`src/rtl/ahb_mem_arbiter.sv`:
```
// Round-robin arbiter sharing one AHB-lite memory port between instruction fetch and
// load/store. One transfer at a time, wait-state timeout, registered responses.
module ahb_mem_arbiter #(
  parameter int unsigned TIMEOUT  = 8,
  parameter logic [7:0]  ROM_BASE = 8'hA0
) (
  input  logic        clk,
  input  logic        reset,
  input  logic        inst_req,
  input  logic [31:0] inst_addr,
  output logic        inst_gnt,
  output logic [31:0] inst_rdata,
  output logic        inst_done,
  output logic        inst_err,
  input  logic        data_req,
  input  logic [31:0] data_addr,
  input  logic        data_write,
  input  logic [31:0] data_wdata,
  output logic        data_gnt,
  output logic [31:0] data_rdata,
  output logic        data_done,
  output logic        data_err,
  output logic [31:0] haddr,
  output logic        hwrite,
  output logic [31:0] hwdata,
  output logic [1:0]  htrans,
  output logic [3:0]  hprot,
  input  logic        hready,
  input  logic        hresp,
  input  logic [31:0] hrdata
);

  typedef enum logic [1:0] {IDLE, ADDR, DATA, RESP} state_t;
  typedef enum logic {OWN_INST = 1'b0, OWN_DATA = 1'b1} owner_t;

  localparam logic [1:0] HTRANS_IDLE   = 2'b00;
  localparam logic [1:0] HTRANS_NONSEQ = 2'b10;
  localparam logic [3:0] HPROT_FETCH   = 4'b0000;
  localparam logic [3:0] HPROT_DATA    = 4'b0001;
  localparam logic [7:0] TO_LAST       = 8'(TIMEOUT - 1);

  state_t      state_q;
  owner_t      owner_q, last_owner_q;
  logic [7:0]  cnt_q;
  logic        err_q;
  logic [31:0] wdata_q, haddr_q, hwdata_q, inst_rdata_q, data_rdata_q;
  logic        hwrite_q;
  logic [1:0]  htrans_q;
  logic [3:0]  hprot_q;
  logic        inst_gnt_q, inst_done_q, inst_err_q;
  logic        data_gnt_q, data_done_q, data_err_q;

  logic grant_data, bad_fetch, data_fin, fin_err;

  // NOTE: every always_comb output gets a value on every path, so no latch is inferred.
  always_comb begin
    grant_data = data_req && (!inst_req || last_owner_q == OWN_INST);
    bad_fetch  = inst_addr[31:24] != ROM_BASE;
    data_fin   = hready || cnt_q == TO_LAST;
    fin_err    = hready ? hresp : 1'b1;
  end

  // NOTE: sequential state uses non-blocking assignments only, so every register sees
  // pre-edge values regardless of statement order.
  always_ff @(posedge clk or posedge reset) begin
    if (reset) begin
      state_q      <= IDLE;
      owner_q      <= OWN_INST;
      last_owner_q <= OWN_INST;
      cnt_q        <= '0;
      err_q        <= 1'b0;
      wdata_q      <= '0;
      haddr_q      <= '0;
      hwdata_q     <= '0;
      hwrite_q     <= 1'b0;
      htrans_q     <= HTRANS_IDLE;
      hprot_q      <= HPROT_FETCH;
      inst_rdata_q <= '0;
      data_rdata_q <= '0;
      inst_gnt_q   <= 1'b0;
      inst_done_q  <= 1'b0;
      inst_err_q   <= 1'b0;
      data_gnt_q   <= 1'b0;
      data_done_q  <= 1'b0;
      data_err_q   <= 1'b0;
    end else begin
      inst_gnt_q  <= 1'b0;
      inst_done_q <= 1'b0;
      inst_err_q  <= 1'b0;
      data_gnt_q  <= 1'b0;
      data_done_q <= 1'b0;
      data_err_q  <= 1'b0;
      unique case (state_q)
        IDLE: begin
          if (inst_req || data_req) begin
            state_q <= ADDR;
            if (grant_data) begin
              owner_q    <= OWN_DATA;
              data_gnt_q <= 1'b1;
              haddr_q    <= data_addr;
              hwrite_q   <= data_write;
              wdata_q    <= data_wdata;
              hprot_q    <= HPROT_DATA;
              htrans_q   <= HTRANS_NONSEQ;
              err_q      <= 1'b0;
            end else begin
              // An out-of-region fetch spends its grant cycle with the bus idle.
              owner_q    <= OWN_INST;
              inst_gnt_q <= 1'b1;
              haddr_q    <= inst_addr;
              hwrite_q   <= 1'b0;
              wdata_q    <= '0;
              hprot_q    <= HPROT_FETCH;
              htrans_q   <= bad_fetch ? HTRANS_IDLE : HTRANS_NONSEQ;
              err_q      <= bad_fetch;
            end
          end
        end
        ADDR: begin
          htrans_q <= HTRANS_IDLE;
          if (err_q) begin
            state_q    <= RESP;
            inst_err_q <= 1'b1;
          end else begin
            state_q  <= DATA;
            hwdata_q <= wdata_q;
          end
        end
        DATA: begin
          if (data_fin) begin
            if (hready && !hwrite_q) begin
              if (owner_q == OWN_DATA) data_rdata_q <= hrdata;
              else                     inst_rdata_q <= hrdata;
            end
            err_q       <= fin_err;
            inst_done_q <= owner_q == OWN_INST && !fin_err;
            inst_err_q  <= owner_q == OWN_INST &&  fin_err;
            data_done_q <= owner_q == OWN_DATA && !fin_err;
            data_err_q  <= owner_q == OWN_DATA &&  fin_err;
            haddr_q     <= '0;
            hwrite_q    <= 1'b0;
            hwdata_q    <= '0;
            hprot_q     <= HPROT_FETCH;
            state_q     <= RESP;
          end else begin
            cnt_q <= cnt_q + 8'd1;
          end
        end
        RESP: begin
          last_owner_q <= owner_q;
          cnt_q        <= '0;
          err_q        <= 1'b0;
          state_q      <= IDLE;
        end
      endcase
    end
  end

  assign inst_gnt   = inst_gnt_q;
  assign inst_rdata = inst_rdata_q;
  assign inst_done  = inst_done_q;
  assign inst_err   = inst_err_q;
  assign data_gnt   = data_gnt_q;
  assign data_rdata = data_rdata_q;
  assign data_done  = data_done_q;
  assign data_err   = data_err_q;
  assign haddr      = haddr_q;
  assign hwrite     = hwrite_q;
  assign hwdata     = hwdata_q;
  assign htrans     = htrans_q;
  assign hprot      = hprot_q;

endmodule

```
`config.mk`:
```
export PLATFORM = sky130hd
export DESIGN_NAME = ahb_mem_arbiter
export DESIGN_NICKNAME = d
export VERILOG_FILES = /design/src/rtl/ahb_mem_arbiter.sv
export SDC_FILE = /design/constraint.sdc
export NUM_CORES = 1
export LEC_CHECK = 0
export BUFFER_PORTS_ARGS = -buffer_cell sky130_fd_sc_hd__buf_2
export CAP_MARGIN = 5
export CELL_PAD_IN_SITES_DETAIL_PLACEMENT = 1
export CELL_PAD_IN_SITES_GLOBAL_PLACEMENT = 2
export CORE_UTILIZATION = 34
export CTS_CLUSTER_DIAMETER = 120
export DETAILED_ROUTE_END_ITERATION = 8
export PLACE_DENSITY = 0.95
export SLEW_MARGIN = 40
export SYNTH_ARGS = -nofsm -noshare
export SYNTH_HDL_FRONTEND = slang
export SYNTH_SLANG_ARGS = --single-unit
```
`constraint.sdc`:
```
create_clock -name clk -period 12.6 [get_ports clk]
set_input_delay 0.63 -clock clk [delete_from_list [all_inputs] [get_ports clk]]
set_output_delay 0.63 -clock clk [all_outputs]
set_load 0.01 [all_outputs]
```
==> Word-level counts from Yosys, hierarchy flattened <==
Index checks and enable logic that the tools add are counted.
{ "totals": {"input_bits": 135, "reg_bits": 186} }
{ "classes": {"n_reduce_logical": 27, "n_eq_ne": 9, "muxes": 45, "add_sub_neg": 1, "bitwise": 2} }
{ "ops": {"columns": ["cell", "count"], "rows": [
  ["two-way mux 32 bit", 5],
  ["one-hot mux 32 bit (2 select lines)", 2],
  ["two-way mux 1 bit", 23],
  ["one-hot mux 8 bit (2 select lines)", 1],
  ["two-way mux 2 bit", 5],
  ["AND reduction 3 bit", 3],
  ["adder 8 x 1 -> 8 bit, second input constant", 1],
  ["== test 8 x 3 -> 1 bit, second input constant", 1],
  ["two-way mux 4 bit", 2],
  ["two-way mux 8 bit", 1],
  ["!= test 2 bit, second input constant", 4],
  ["!= test 8 bit, second input constant", 1],
  ["one-hot mux 2 bit (4 select lines)", 1],
  ["one-hot mux 4 bit (2 select lines)", 1],
  ["AND reduction 2 bit", 4],
  ["AND reduction 4 bit", 2],
  ["nonzero test 2 bit", 4],
  ["logical AND 1 bit", 6],
  ["== test 2 bit, second input constant", 2],
  ["one-hot mux 1 bit (2 select lines)", 2],
  ["one-hot mux 2 bit (2 select lines)", 1],
  ["zero test 1 bit", 3],
  ["logical OR 1 bit", 3],
  ["one-hot mux 1 bit (3 select lines)", 1],
  ["other kinds (4)", 5]
]} }

==> Longest topological paths before layout <==
{ "logic_depth": {"ltp_word": 6, "ltp_mapped": 8} }

==> Worst setup path before layout <==
OpenSTA, ideal clock, no wires.
{ "synth_path": {"kind": "reg-to-reg", "start": "register state_q[0]", "end": "register inst_rdata_q[0] (netlist: inst_rdata[0])", "path_slack_ps": 10482, "path_buffers": 2, "synth_period_minus_slack_ps": 2118, "t_required_ps": 12475, "setup_time_ps": 125, "path_stages_with_launch": 8, "t_arrival_ps": 1993, "path_cell_list": "dfrtp_1 -> inv_1 -> ha_1 -> buf_2 -> nand2_1 -> nor3_1 -> clkbuf_1 -> mux2_2"} }
{ "synth_via": {"elab_chain_len": 2} }
{ "synth_lines": {"columns": ["item", "line", "text"], "rows": [
  ["start: declaration", "42", "state_t state_q;"],
  ["start signal: assignment", "67", "state_q <= IDLE;"],
  ["start signal: assignment", "96", "state_q <= ADDR;"],
  ["start signal: assignment", "122", "state_q <= RESP;"],
  ["== test 2 bit", "93", "unique case (state_q)"],
  ["AND reduction 4 bit (no source line)", null, null],
  ["end signal: assignment", "133", "else inst_rdata_q <= hrdata;"],
  ["end: declaration", "46", "logic [31:0] wdata_q, haddr_q, hwdata_q, inst_rdata_q, data_rdata_q;"]
]} }
Every way passes these cells.
A chain may end at the register's enable or synchronous reset.

==> Worst setup path after layout <==
{ "layout_path": {"start": "register state_q[0]", "end": "register inst_rdata_q[29] (netlist: inst_rdata[29])"} }
Same word-level chain as after synthesis.

==> results.json <==
{
  "cp_slowest_cell": "ha_4",
  "ys_seq_area_share_pct": 61.1,
  "tightest_slew_ps": 695,
  "wl_met3_mm": 1.06,
  "ys_warn_count": 0,
  "yosysTopAreaCellShare_pct": 61.1,
  "hold_ws_ps": 279,
  "synthTopCellsByArea": "dfrtp_1 61%, mux2_2 15%, a22o_1 7.8%",
  "yosysTopAreaCell": "dfrtp_1",
  "hold_viol_final": 0,
  "area_delta_synth_final_pct": 30.1,
  "wl_per_cell_um": 17.6,
  "grt_pass1_vias": 5916,
  "grt_overflow": 0,
  "fin_skew_ps": 14.3,
  "start_util_pct": 35.0,
  "drcViolationCount": 0,
  "synth_top_flop_cell": "dfrtp_1",
  "first_pass_iters": 6,
  "crit_buf_inv": 2,
  "register_area_um2": 4550,
  "synth_top_family_by_area": "multiplexers",
  "synth.distinct_cells": 40,
  "muxShareOfSynthArea_pct": 15.1,
  "rsz0062_at_grt": "no",
  "synth_common_cells": "182 x dfrtp_1, 99 x mux2_2, 75 x nand2_1",
  "worst_ep_required_time_ps": 12910,
  "synth_seq_cells": 182,
  "crit_fanout": 52,
  "clk_latency_ps": 430,
  "h-tree-depth": 4,
  "root_buffer": "clkbuf_16",
  "synth-compound-area-share_pct": 13.7,
  "hold_buffers": 0,
  "fin_area_um2": 9700,
  "min_path_type": "in -> async",
  "fp.dieH_um": 150,
  "fmax_ghz": 0.406,
  "async_flop_share_pct": 100,
  "synth_edf_count": 0,
  "place_ws_ps": 10120,
  "ant_nets": 0,
  "synthXorXnorAreaFrac_pct": 0,
  "worst-setup-path-type": "reg -> reg",
  "synthCells": 579,
  "nNetsFinal": 982,
  "highest_layer": "met4",
  "fillerInstances": 2350,
  "worst_slack_ps": 10140,
  "grt_max_degree": 127,
  "finalWeightedCongestion": 0.732,
  "placed_cell_area_um2": 9100,
  "num_rows": 53,
  "maxSlewHeadroom_pct": 53.7,
  "die_area_um2": 22500,
  "antenna_found_initial": 3,
  "fin_crit_ps": 2460,
  "arrival_ps": 2770,
  "die_x_um": 150,
  "wl_mm": 19.9,
  "cts_made_buffers": 17,
  "synthSimpleGateAreaFrac_pct": 6.34,
  "cts.sinks": 182,
  "fin_util_pct": 45.6,
  "power.density_nw_per_um2": 258,
  "ff2ff_setup_slack_ps": 10140,
  "drv_cap": 0,
  "dr_wl_met2_mm": 10.3,
  "startpoint_type": "flop",
  "cts_setup_buffers": 0,
  "fin_cells": 1134,
  "crit_family": "adder cells",
  "track_usage_pct": 18.0,
  "clk_pin_slew_ps": 70,
  "core_um2": 21300,
  "syn_area_per_cell_um2": 12.9,
  "slowest_delay_ps": 560,
  "drv_slew": 0,
  "cts_tree": "yes",
  "cts_resized": 0,
  "drtIter0Drc": 245,
  "synthAdderAreaFrac_pct": 0.839,
  "max-vdd-ir-drop_mv": 0.143,
  "p_total_mw": 2.50,
  "port_buffers": 271,
  "min_period_over_period_pct": 19.5,
  "synth_most_common_cell": "dfrtp_1",
  "io_pins": 276,
  "layout-drive-gt1-share_pct": 49.5,
  "num_vias": 5605,
  "wl_met1_mm": 8.07,
  "via_per_inst": 4.94,
  "dp.cells": 1098,
  "syn-cell-area_um2": 7460,
  "grt_first_pass_wirelength_mm": 31.3,
  "setup_viol": 0,
  "end_kind": "flop",
  "p_leak_nw": 4.90,
  "multi_input_area_um2": 2730,
  "tns_ps": 0,
  "status": "completed",
  "clockBufferDepth": 2,
  "dp_hpwl_mm": 14.1,
  "path_cells": "inv_1, ha_4, nand2_1, nor3_2, buf_4, mux2_2"
}
-- cell families (layout without fill, tap and decap cells) --
| family | Yosys count | after routing |
|---|---|---|
| adders and majority gates | 5 | 5 |
| and+or+nand+nor | 108 | 108 |
| DFF | 182 | 182 |
| muxes | 100 | 100 |
| other | 1 | 8 |
| buffers and inverters | 47 | 320 |
| AOI/OAI and AO/OA | 136 | 136 |
-- cell type report --
class                      instances  share of cell area, %
antenna                            4                  0.103
clock inverter                    14                   1.42
inverter                           7                  0.400
multi-input combinational        353                   28.1
timing repair buffer             281                   15.0
clock buffer                      18                   4.53
sequential                       182                   47.0
tap                              275                   3.55
-- power by group --
group          switching, mW  total [mW]  internal [mW]
clock network          0.247       0.514          0.268
logic                  0.536        1.02          0.488
registers              0.130       0.960          0.830
total                  0.913        2.50           1.59
-- flip-flops by register name, summed over array words and instances, names as in the netlist, 2 cells and up --
| register | cells |
|---|---|
| cnt_q | 8 |
| wdata_q | 32 |
| inst_rdata | 32 |
| hwdata | 32 |
| haddr | 32 |
| state_q | 2 |
| data_rdata | 32 |
-- layout by cell type, fill, tap and decap left out, drive strengths merged, types with 2 or more instances in the layout --
master    count
a21boi        2
a21oi        38
a22o         66
a31oi         4
a41oi         2
and2          4
and3          3
buf         281
clkbuf       18
clkinv        7
clkinvlp      2
conb          4
dfrtp       182
diode         4
ha            5
inv          12
mux2         99
nand2        75
nand3         7
nand3b        2
nor2          7
nor2b         2
nor3          2
nor4b         2
o211ai        3
o21ai         9
o31ai         7
-- worst paths after layout --
| path | end | start | depth (start not counted) |
|---|---|---|---|
| min in group clk | wdata_q[25] | data_wdata[25] | 2 |
| min reg2reg | hwdata[26] | wdata_q[26] | 1 |
| max reg2reg | inst_rdata[29] | state_q[0] | 6 |
| max in group asynchronous | haddr[23] | reset | 3 |
| max | inst_rdata[29] | state_q[0] | 6 |
| min | data_rdata[25] | reset | 2 |
-- per-layer routing --
| metal | track usage, % | vias to the layer above |
|---|---|---|
| li1 | - | 2599 |
| met1 | 21.6 | 2816 |
| met2 | 31.0 | 159 |
| met3 | 4.03 | 31 |
| met4 | 7.53 | 0 |
| met5 | 0 | - |
Power figures use the tool's default switching activity.
